<file path="src/rtl/weight_bram_pkg.sv">
// Shared constants and FSM state encoding for the weight streaming RAM.
package weight_bram_pkg;

  localparam int DATA_W_DEF = 16;
  localparam int DEPTH_DEF  = 28;
  localparam int ADDR_W_DEF = 5;

  typedef enum logic [1:0] {
    ST_IDLE  = 2'b00,
    ST_BURST = 2'b01,
    ST_DRAIN = 2'b10
  } state_t;

endpackage

</file>
<file path="src/rtl/sdp_bram.sv">
// Simple dual-port RAM: one write port, one registered read port.
// Array is never reset so contents survive RST_N.
module sdp_bram #(
  parameter int    DATA_W    = 16,
  parameter int    DEPTH     = 28,
  parameter int    ADDR_W    = 5,
  parameter string INIT_FILE = "weight.txt"
) (
  input  logic              clk,
  input  logic              wr_en,
  input  logic [ADDR_W-1:0] wr_addr,
  input  logic [DATA_W-1:0] wr_data,
  input  logic              rd_en,
  input  logic [ADDR_W-1:0] rd_addr,
  output logic [DATA_W-1:0] rd_data
);

  logic [DATA_W-1:0] mem [0:DEPTH-1];

  // Write port
  always_ff @(posedge clk) begin
    if (wr_en) mem[wr_addr] <= wr_data;
  end

  // Synchronous read port
  always_ff @(posedge clk) begin
    if (rd_en) rd_data <= mem[rd_addr];
  end

endmodule

</file>
<file path="src/rtl/weight_stream_bram.sv">
// Weight store with a load port and a burst read stream behind a
// two-entry skid buffer (DO register plus one skid slot).
module weight_stream_bram
  import weight_bram_pkg::*;
#(
  parameter int    DATA_W    = DATA_W_DEF,
  parameter int    DEPTH     = DEPTH_DEF,
  parameter int    ADDR_W    = ADDR_W_DEF,
  parameter string INIT_FILE = "weight.txt"
) (
  input  logic              CLK,
  input  logic              RST_N,
  input  logic              WR_EN,
  input  logic [ADDR_W-1:0] WR_ADDR,
  input  logic [DATA_W-1:0] WR_DATA,
  output logic              WR_ERR,
  input  logic              START,
  input  logic [ADDR_W-1:0] BASE,
  input  logic [ADDR_W:0]   LEN,
  output logic              BUSY,
  output logic [DATA_W-1:0] DO,
  output logic              DO_VALID,
  input  logic              DO_READY,
  output logic              DO_LAST
);

  localparam logic [ADDR_W:0]   DEPTH_C   = (ADDR_W+1)'(DEPTH);
  localparam logic [ADDR_W-1:0] LAST_ADDR = ADDR_W'(DEPTH-1);

  state_t            state;
  logic [ADDR_W-1:0] rd_addr;
  logic [ADDR_W:0]   remain;
  logic              rd_v;
  logic              rd_last;
  logic [DATA_W-1:0] rd_data;
  logic              skid_v;
  logic              skid_last;
  logic [DATA_W-1:0] skid_data;

  logic       wr_ok;
  logic       start_ok;
  logic       xfer;
  logic       load_out;
  logic       issue;
  logic [1:0] occ;

  // Request qualification and read-issue flow control. A read is issued
  // only if, after this edge, at most one word sits in DO/skid, so the
  // word returning next cycle always has a slot even if DO_READY drops.
  always_comb begin
    wr_ok    = WR_EN && (state == ST_IDLE) && ({1'b0, WR_ADDR} < DEPTH_C);
    start_ok = START && (state == ST_IDLE) && (LEN != '0) && ({1'b0, BASE} < DEPTH_C);
    xfer     = DO_VALID && DO_READY;
    load_out = !DO_VALID || DO_READY;
    occ      = 2'(DO_VALID) + 2'(skid_v) + 2'(rd_v);
    issue    = (state == ST_BURST) && (occ <= (2'(xfer) + 2'd1));
  end

  sdp_bram #(
    .DATA_W   (DATA_W),
    .DEPTH    (DEPTH),
    .ADDR_W   (ADDR_W),
    .INIT_FILE(INIT_FILE)
  ) u_ram (
    .clk    (CLK),
    .wr_en  (wr_ok),
    .wr_addr(WR_ADDR),
    .wr_data(WR_DATA),
    .rd_en  (issue),
    .rd_addr(rd_addr),
    .rd_data(rd_data)
  );

  // Burst FSM with address/length counters and write-reject flag
  always_ff @(posedge CLK or negedge RST_N) begin
    if (!RST_N) begin
      state   <= ST_IDLE;
      BUSY    <= 1'b0;
      rd_addr <= '0;
      remain  <= '0;
      rd_v    <= 1'b0;
      rd_last <= 1'b0;
      WR_ERR  <= 1'b0;
    end else begin
      WR_ERR  <= WR_EN && !wr_ok;
      rd_v    <= issue;
      rd_last <= issue && (remain == (ADDR_W+1)'(1));
      case (state)
        ST_IDLE: begin
          if (start_ok) begin
            state   <= ST_BURST;
            BUSY    <= 1'b1;
            rd_addr <= BASE;
            remain  <= LEN;
          end
        end
        ST_BURST: begin
          if (issue) begin
            rd_addr <= (rd_addr == LAST_ADDR) ? '0 : rd_addr + 1'b1;
            remain  <= remain - 1'b1;
            if (remain == (ADDR_W+1)'(1)) state <= ST_DRAIN;
          end
        end
        ST_DRAIN: begin
          if (xfer && DO_LAST) begin
            state <= ST_IDLE;
            BUSY  <= 1'b0;
          end
        end
        default: begin
          state <= ST_IDLE;
          BUSY  <= 1'b0;
        end
      endcase
    end
  end

  // Output register plus skid slot; skid only fills while DO is stalled
  always_ff @(posedge CLK or negedge RST_N) begin
    if (!RST_N) begin
      DO        <= '0;
      DO_VALID  <= 1'b0;
      DO_LAST   <= 1'b0;
      skid_v    <= 1'b0;
      skid_last <= 1'b0;
      skid_data <= '0;
    end else if (load_out) begin
      if (skid_v) begin
        DO        <= skid_data;
        DO_VALID  <= 1'b1;
        DO_LAST   <= skid_last;
        skid_v    <= rd_v;
        skid_data <= rd_data;
        skid_last <= rd_last;
      end else if (rd_v) begin
        DO       <= rd_data;
        DO_VALID <= 1'b1;
        DO_LAST  <= rd_last;
      end else begin
        DO_VALID <= 1'b0;
        DO_LAST  <= 1'b0;
      end
    end else if (rd_v) begin
      skid_data <= rd_data;
      skid_last <= rd_last;
      skid_v    <= 1'b1;
    end
  end

endmodule

</file>
<file path="config.mk">
export PLATFORM = sky130hd
export DESIGN_NAME = weight_stream_bram
export DESIGN_NICKNAME = d
export VERILOG_FILES = /design/src/rtl/weight_bram_pkg.sv /design/src/rtl/sdp_bram.sv /design/src/rtl/weight_stream_bram.sv
export SDC_FILE = /design/constraint.sdc
export NUM_CORES = 1
export LEC_CHECK = 0
export CORE_ASPECT_RATIO = 1.25
export CORE_MARGIN = 2
export CORE_UTILIZATION = 40
export CTS_BUF_LIST = sky130_fd_sc_hd__clkbuf_4
export CTS_CLUSTER_DIAMETER = 60
export DETAILED_ROUTE_END_ITERATION = 6
export REMOVE_ABC_BUFFERS = 1
export SYNTH_ARGS = -nofsm -noshare
export SYNTH_HDL_FRONTEND = slang
export SYNTH_SLANG_ARGS = --single-unit
</file>
<file path="constraint.sdc">
create_clock -name CLK -period 5.65 [get_ports CLK]
set_input_delay 1.4125 -clock CLK [delete_from_list [all_inputs] [get_ports CLK]]
set_output_delay 1.4125 -clock CLK [all_outputs]
set_load 0.01 [all_outputs]
</file>
; ---- After elaboration in Yosys (flattened, before gate mapping)
; Memories as Yosys holds them, arrays and structs flattened. A register that Yosys moved wholly into a read port is not among the register bits.
; Index checks and enable logic that the tools add are counted.
[totals]
ff_bits = 53
ram_bits = 448
inputBits = 37
out_inout_bits = 20
word_cells = 86
mem_count = 1
[classes]
n_addsub = 5
order_cmp = 3
eq_ne = 9
mux = 31
n_bitwise = 1
reduce_logical = 23
[mem_list]
columns = name, depth, word_bits, rd, rd_ports_with_merged_regs, write_ports, line
row1 = u_ram.mem, 28, 16, 1, 1, 1, sdp_bram.sv:18  ; logic [DATA_W-1:0] mem [0:DEPTH-1];
[op_table]
columns = cell, count
row1 = $mux W16, 4
row2 = $mux W5, 3
row3 = $mux W1, 14
row4 = $mux W6, 2
row5 = $pmux W6 S2, 1
row6 = $logic_and A1 B1 Y1, 10
row7 = $lt A5 B5 Y1 const B, 2
row8 = $pmux W5 S2, 1
row9 = $mux W2, 4
row10 = $ne A2 B2 Y1 const B, 4
row11 = $eq A6 B1 Y1 const B, 1
row12 = $pmux W2 S3, 1
row13 = $reduce_and A3 Y1, 2
row14 = $reduce_bool A2 Y1, 3
row15 = $reduce_bool A6 Y1, 1
row16 = $sub A6 B1 Y6 const B, 1
row17 = $add A5 B1 Y5 const B, 1
row18 = $eq A5 B5 Y1 const B, 1
row19 = $reduce_and A2 Y1, 2
row20 = $reduce_and A4 Y1, 1
row21 = $pmux W1 S3, 1
row22 = $add A1 B1 Y2, 1
row23 = $add A1 B1 Y2 const B, 1
row24 = $add A2 B1 Y2, 1
row25 = other kinds (8), 9

; ---- Logic depth before layout (Yosys ltp)
; Gate-level depths: netlist of run 1.
[depth]
depth_word = 6
ltp_mapped = 10

; ---- Hierarchy
; From an unflattened synthesis of run 1, not the netlist that was laid out.
[hier_totals]
cells_unflattened = 1163
hier_area_um2 = 20664.8
[modules_own_cells]
columns = module, instances, cells_per_inst, area_each_um2
row1 = sdp_bram, 1, 927, 18106.1
row2 = weight_stream_bram, 1, 236, 2558.7

; ---- Worst setup path before layout of run 1
; No wires, ideal clock.
[synth_timing]
path_type = input -> register
start = input DO_READY
end = register u_ram.rd_data[0] (read register of u_ram.mem) (enable)
arrival_ps = 2766
t_required_ps = 5260
slack_ps = 2494
stages = 5
path_buffers = 0
path_cell_list = nand2_1 > ha_1 > nor2b_1 > a2bb2oi_1 > nor2_1
[synth_via]
elab_chain_cells = 4
[synth_lines]
columns = item, line
row1 = from (decl), weight_stream_bram.sv:23  ; input logic DO_READY,
row2 = $logic_and A1 B1 Y1, weight_stream_bram.sv:53  ; xfer = DO_VALID && DO_READY;
row3 = $add A1 B1 Y2, weight_stream_bram.sv:56  ; issue = (state == ST_BURST) && (occ <= (2'(xfer) + 2'd1));
row4 = $le A2 B2 Y1, weight_stream_bram.sv:56
row5 = $logic_and A1 B1 Y1, weight_stream_bram.sv:56
row6 = named net issue, weight_stream_bram.sv:44  ; logic issue;
row7 = to (decl), sdp_bram.sv:15  ; output logic [DATA_W-1:0] rd_data
; The timed path passes the listed nets, and every way through them passes these cells.
; A chain may end at the register's enable or synchronous reset.

; ---- Final worst setup path of run 1
[layout_timing]
start = register DO_VALID
end = output DO_VALID
[layout_rtl]
columns = item, line
row1 = from (decl), weight_stream_bram.sv:22  ; output logic DO_VALID,
row2 = from (signal assigned), weight_stream_bram.sv:122  ; DO_VALID <= 1'b0;
row3 = from (signal assigned), weight_stream_bram.sv:130  ; DO_VALID <= 1'b1;
row4 = from (signal assigned), weight_stream_bram.sv:137  ; DO_VALID <= 1'b1;
; No word-level cell between the ends.

==> flow_metrics.py, run 1 <==
metrics = {
    "run_status": {
        "status": "complete, no violations",
    },
    "timing": {
        "fin_crit_sh_pct": 57.93,
        "hold_violations": 0,
        "rsz0062_at_grt": "no",
        "slew_headroom_pct": 14.22,
        "hold_slack_ns": 0.4983,
        "tns_ns": 0,
        "tightest_slew_ns": 1.283,
        "setup_viol": 0,
        "post-route-min-period_ns": 3.273,
        "fin_worst_skew_ns": 0.06975,
        "fmax_mhz": 305.5,
        "finalMaxSlewViolations": 0,
    },
    "synthesis": {
        "synth_top_cells_by_count": "edfxtp_1, mux4_2, nor2_1",
        "ys_ff_latch": 517,
        "synth.avg_cell_area_um2": 20.23,
        "syn_area_um2": 20350,
        "synthCells": 1006,
        "yosys_most_used_dff": "edfxtp_1",
        "synth_edf_count": 464,
        "yosysSeqAreaShare_pct": 75.00,
        "async_flop_share_pct": 10.25,
        "synth_top_area_cell": "edfxtp_1",
        "yosysTopAreaCellShare_pct": 68.48,
        "yosysMostFrequentCell": "edfxtp_1",
        "yosys_warnings": 0,
        "synth_area_leaders": "edfxtp_1, mux4_2, dfrtp_1",
        "yosys.cell_types.count": 55,
    },
    "route": {
        "routedWlPerCell_um": 22.92,
        "dr_total_vias": 10160,
        "drc": 0,
        "via_per_inst": 5.294,
        "dr.pass1.iters": 5,
        "drt.antenna.violating_nets": 0,
        "drt_iter0_drc": 830,
        "wl_um": 43980,
    },
    "power_and_ir_drop": {
        "ir_worst_vdd_v": 0.0002242,
        "pwr-share-comb_pct": 26.5,
        "p_sw_mw": 3.207,
        "pwr-share-seq_pct": 46.4,
        "p_sw_share_pct": 30.38,
        "internal_power_mw": 7.350,
        "p_leak_nw": 7.641,
        "powerDensity_nw_per_um2": 456.6,
        "p_clk_share_pct": 27.1,
    },
    "setup_path": {
        "cp_cell_sequence": "clkdlybuf4s50_1",
        "worstPathArrival_ns": 1.86,
        "critPathSlowestCell": "clkdlybuf4s50_1",
        "worstPathRequired_ns": 4.24,
        "path_class": "reg2out",
        "cpLargestDelayFamily": "buffers and inverters",
        "startpoint_type": "flop",
        "crit_fanout": 5,
        "crit_buf_inv": 1,
        "end_kind": "output port",
        "cpPeakStageDelay_ns": 0.57,
    },
    "floorplanning": {
        "ios": 57,
        "core_area_um2": 50300,
        "die-width_um": 205.7,
        "initial_core_util_pct": 40.45,
        "rows": 92,
        "dieArea_um2": 52700,
        "die_h_um": 256.2,
    },
    "cells_and_area": {
        "nNetsFinal": 1207,
        "area_growth_pct": 13.65,
        "final_layout_size_suffix_gt1_share_pct": 27.41,
    },
    "clock_tree": {
        "cts.htree.levels": 3,
        "cts_setup_buffers": 0,
        "clk_pin_slew_ns": 0.07,
        "cts_tree": "yes",
        "cts_root_buffer": "clkbuf_4",
        "cts_buffers": 116,
        "cts.sinks": 517,
        "clk_latency_ns": 0.86,
        "cts_resized": 0,
        "ctsHoldBuffers": 0,
        "clk_path_buf_depth": 3,
    },
    "run": {
        "maxCapViolCount": 0,
    },
    "grt": {
        "grt_pass1_wl_um": 65960,
        "grt_pass1_vias": 10700,
        "grt_max_degree": 58,
        "gr-total-overflow": 0,
        "grt_use_total_pct": 17.21,
        "grt_antenna_before_repair": 3,
    },
    "placement": {
        "port-buffer-count": 56,
        "dpl.hpwl_um": 25810,
        "gp_congestion": 0.7416,
    },
    "min_path": {
        "min_path_type": "reg2reg",
    },
}
[cell type report]
| type | instances | area (um^2) |
|---|---|---|
| fill | 4276 | 27180 |
| sequential | 517 | 15270 |
| multi-input combinational | 425 | 4623 |
| clock buffer | 187 | 1404 |
| timing repair buffer | 95 | 860.8 |
| tap | 658 | 823.3 |
| clock inverter | 22 | 95.09 |
| inverter | 9 | 33.78 |
| antenna | 6 | 15.01 |
[routing by layer]
metal / vias to the layer above / global-route usage (%) / part of all wire [%]
li1: 4542 / - / -
met1: 5205 / 21.99 / 41
met2: 344 / 28.58 / 50
met3: 66 / 3.565 / 6.2
met4: 2 / 7.074 / 3.1
met5: - / 0 / 0.030
[stage by stage]
stage          std cells  cell area [um^2]  utilization [%]  worst slack [ns]  power, mW
2_1_floorplan        951             19910                -           0.07329      6.896
3_3_place_gp        1704             21610            42.96             1.848      7.786
3_5_place_dp        1704             21610            42.96             1.881      7.826
4_1_cts             1913             23110            45.94             2.287      10.71
5_1_grt             1918             23120            45.96             2.234      11.13
6_report            1919             23120            45.97             2.377      10.56
[logic make-up (layout without fill, tap and decap cells)]
logic type | after synthesis | count (layout) | synth area share, %
flip-flops | 517 | 517 | 75.00
buffers and inverters | 64 | 313 | 2.294
multiplexers | 160 | 160 | 15.37
adder cells (fa/ha/maj) | 7 | 7 | 0.4551
AND/OR/NAND/NOR | 140 | 140 | 3.419
AO/OA/AOI/OAI | 118 | 118 | 3.462
other | 0 | 6 | 0
[path summary, 6_finish.rpt]
| check | start | endpoint | slack, ns | depth (start not counted) |
|---|---|---|---|---|
| max reg2reg | rd_addr[0]$_DFFE_PN0P_ | u_ram.rd_data[7]$_DFFE_PP_ | 2.45 | 5 |
| max | DO_VALID$_DFFE_PN0N_ | DO_VALID | 2.38 | 1 |
| min in group asynchronous | RST_N | skid_data[7]$_DFFE_PN0P_ | 0.69 | 2 |
| min reg2reg | u_ram.rd_data[7]$_DFFE_PP_ | skid_data[7]$_DFFE_PN0P_ | 0.50 | 1 |
| max in group asynchronous | RST_N | rd_addr[0]$_DFFE_PN0P_ | 4.47 | 2 |
| min | u_ram.rd_data[7]$_DFFE_PP_ | skid_data[7]$_DFFE_PN0P_ | 0.50 | 1 |
[state kept, by name, summed over array words and instances, names as in the netlist]
register	count
DO	16
state	2
rd_v	1
rd_addr	5
skid_v	1
u_ram.mem	448
rd_last	1
skid_last	1
remain	6
WR_ERR	1
DO_LAST	1
skid_data	16
DO_VALID	1
u_ram.rd_data	16
BUSY	1
[power groups by stage]
stage / combinational (mW) / clock (mW) / sequential (mW)
6_report: 2.80 / 2.86 / 4.90
5_1_grt: 3.04 / 3.14 / 4.95
4_1_cts: 2.85 / 2.96 / 4.91
3_5_place_dp: 2.84 / 0 / 4.99
3_3_place_gp: 2.81 / 0 / 4.98
2_1_floorplan: 1.83 / 0 / 5.07
[placed cells by master, fill, tap and decap left out, types with 7 or more instances in the layout]
master and instances:
mux2i_1 31, nor3b_1 15, edfxtp_1 464, mux4_1 30
mux2_2 17, o22ai_1 32, mux4_2 81, clkdlybuf4s50_1 55
o21ai_0 22, dfrtp_1 50, inv_1 7, nand3_1 8
a21oi_1 42, buf_4 38, nor2b_1 8, clkinv_1 18
nor2_1 58, clkbuf_4 187, nand2_1 25
Note: power is estimated with default switching activity, not from simulation.
==> run 2: changes to the inputs <==
Clock period 5.65 ns to 2.9 ns, I/O delays scaled along.
==> run 2 against run 1 <==
  * Non-clock buffer count increased by 43
  * Core utilization increased by 1.3 points
  * Clock power increased by 97%
  * Count of clock-buffer cells in the layout decreased by 13
  * Cell count increased by 2.6%
  * Largest cell class unchanged
  * Critical endpoint unchanged
  * Via count increased by 1.7%
  * Global-route usage about the same
  * Die area unchanged
  * Clock skew decreased by 0.027 ns
==> flow_metrics.py, run 2 (synthesis gave the netlist of run 1 again) <==
metrics = {
    "setup_path": {
        "cpPeakStageDelay_ns": 0.57,
        "end_kind": "output port",
        "cpLargestDelayFamily": "buffers and inverters",
        "cp.depth": 1,
        "worstPathRequired_ns": 2.17,
        "crit_buf_inv": 1,
        "ff2ff_path_depth": 5,
        "worstPathArrival_ns": 1.83,
        "crit_fanout": 5,
        "critPathSlowestCell": "clkdlybuf4s50_1",
        "path_class": "reg2out",
        "cp_cell_sequence": "clkdlybuf4s50_1",
        "startpoint_type": "flop",
    },
    "placement": {
        "port-buffer-count": 56,
        "gp_congestion": 0.7379,
        "dpl.cell_count": 1746,
        "dpl.hpwl_um": 26760,
    },
    "route": {
        "via_per_inst": 5.248,
        "wl_um": 44730,
        "drt.antenna.violating_nets": 0,
        "dr.pass1.iters": 5,
        "routedWlPerCell_um": 22.72,
        "drt_iter0_drc": 847,
        "drc": 0,
        "dr_total_vias": 10330,
    },
    "grt": {
        "grt_max_degree": 54,
        "grt_pass1_vias": 10600,
        "grt_pass1_wl_um": 65830,
        "grt_use_total_pct": 17.23,
        "grt_antenna_before_repair": 6,
        "gr-total-overflow": 0,
    },
    "timing": {
        "setup_viol": 0,
        "slew_headroom_pct": 52.27,
        "tns_ns": 0,
        "finalMaxSlewViolations": 0,
        "fin_crit_sh_pct": 88.07,
        "post-route-min-period_ns": 2.554,
        "tightest_slew_ns": 0.7160,
        "rsz0062_at_grt": "no",
        "hold_violations": 0,
        "fmax_mhz": 391.5,
        "fin_worst_skew_ns": 0.04231,
    },
    "floorplanning": {
        "die_h_um": 256.2,
        "initial_core_util_pct": 40.45,
        "dieArea_um2": 52700,
        "core_area_um2": 50300,
        "ios": 57,
        "rows": 92,
        "die-width_um": 205.7,
    },
    "clock_tree": {
        "cts_buffers": 118,
        "cts.htree.levels": 3,
        "clk_path_buf_depth": 3,
        "clk_pin_slew_ns": 0.07,
        "cts_root_buffer": "clkbuf_4",
        "cts_tree": "yes",
        "cts.sinks": 517,
        "clk_latency_ns": 0.84,
        "cts_resized": 0,
    },
    "power_and_ir_drop": {
        "p_sw_share_pct": 30.53,
        "ir_worst_vdd_v": 0.0005622,
        "pwr-share-seq_pct": 43.9,
        "p_clk_share_pct": 26.7,
        "p_leak_nw": 7.932,
        "pwr-share-comb_pct": 29.4,
        "p_sw_mw": 6.432,
        "powerDensity_nw_per_um2": 885.5,
        "internal_power_mw": 14.64,
    },
    "run_status": {
        "status": "complete, no violations",
    },
    "min_path": {
        "whs_path_depth": 1,
        "min_path_type": "reg2reg",
    },
    "cells_and_area": {
        "final_layout_size_suffix_gt1_share_pct": 29.38,
        "top_register": "u_ram.mem",
        "area_growth_pct": 16.93,
        "final_cells": 1969,
        "final_cell_mix": "edfxtp_1, clkbuf_4, mux4_2, nor2_1, clkdlybuf4s50_1",
        "fillCellCount": 4222,
        "largest_reg_flops": 448,
        "utilization_pct": 47.30,
        "nNetsFinal": 1252,
        "layout_commonest_cell": "edfxtp_1",
    },
    "run": {
        "maxCapViolCount": 0,
    },
}
## run 2: per-stage QoR
stage	worst slack (ns)	power, mW	hold slack, ns	instance area (um^2)
global placement	0.1570	15.64	0.4875	22250
detailed placement	0.1341	15.70	0.4934	22250
global route	0.2303	22.22	0.5255	23790
floorplan	-2.677	13.10	0.4294	19910
finish	0.3459	21.07	0.5028	23790
CTS	0.2335	21.36	0.4958	23780
## run 2: timing repair
item / 4_1_cts / 5_1_grt
hold buffers: 1 / 0
buffers inserted: 0 / 0
hold endpoints to repair: 51 / 0
## run 2: power groups by stage
| stage | registers [mW] | logic (mW) | clock network, mW |
|---|---|---|---|
| after floorplan | 9.80 | 3.30 | 0 |
| after global placement | 9.41 | 6.23 | 0 |
| after detailed placement | 9.42 | 6.28 | 0 |
| after CTS | 9.26 | 6.29 | 5.81 |
| after global routing | 9.33 | 6.69 | 6.20 |
| final | 9.25 | 6.19 | 5.62 |
## run 2: cell type report
cell class,count,area (um^2),share of cell area (%)
antenna,4,10.01,0.04207
clock buffer,174,1306,5.490
clock inverter,44,215.2,0.9045
inverter,9,33.78,0.1420
multi-input combinational,425,4623,19.43
sequential,517,15270,64.18
tap,658,823.3,3.460
timing repair buffer,138,1511,6.353
## run 2: layer usage
metal  GRT usage (%)  routed length (um)  vias up  share of wire [%]
met3           4.113                2585       79                5.8
met2           27.96               22010      322                 49
li1                -                   -     4636                  -
met5               0                  52        -               0.12
met1           22.45               18910     5289                 42
met4           6.575                1175        8                2.6
## run 2: worst paths after layout
| kind | from | end | slack, ns |
|---|---|---|---|
| max | DO_VALID$_DFFE_PN0N_ | DO_VALID | 0.35 |
| min | u_ram.rd_data[0]$_DFFE_PP_ | skid_data[0]$_DFFE_PN0P_ | 0.50 |
| min in group asynchronous | RST_N | rd_addr[4]$_DFFE_PN0P_ | 0.57 |
| min reg2reg | u_ram.rd_data[0]$_DFFE_PP_ | skid_data[0]$_DFFE_PN0P_ | 0.50 |
| max in group asynchronous | RST_N | rd_addr[0]$_DFFE_PN0P_ | 1.82 |
| max reg2reg | rd_addr[0]$_DFFE_PN0P_ | u_ram.rd_data[1]$_DFFE_PP_ | 0.42 |
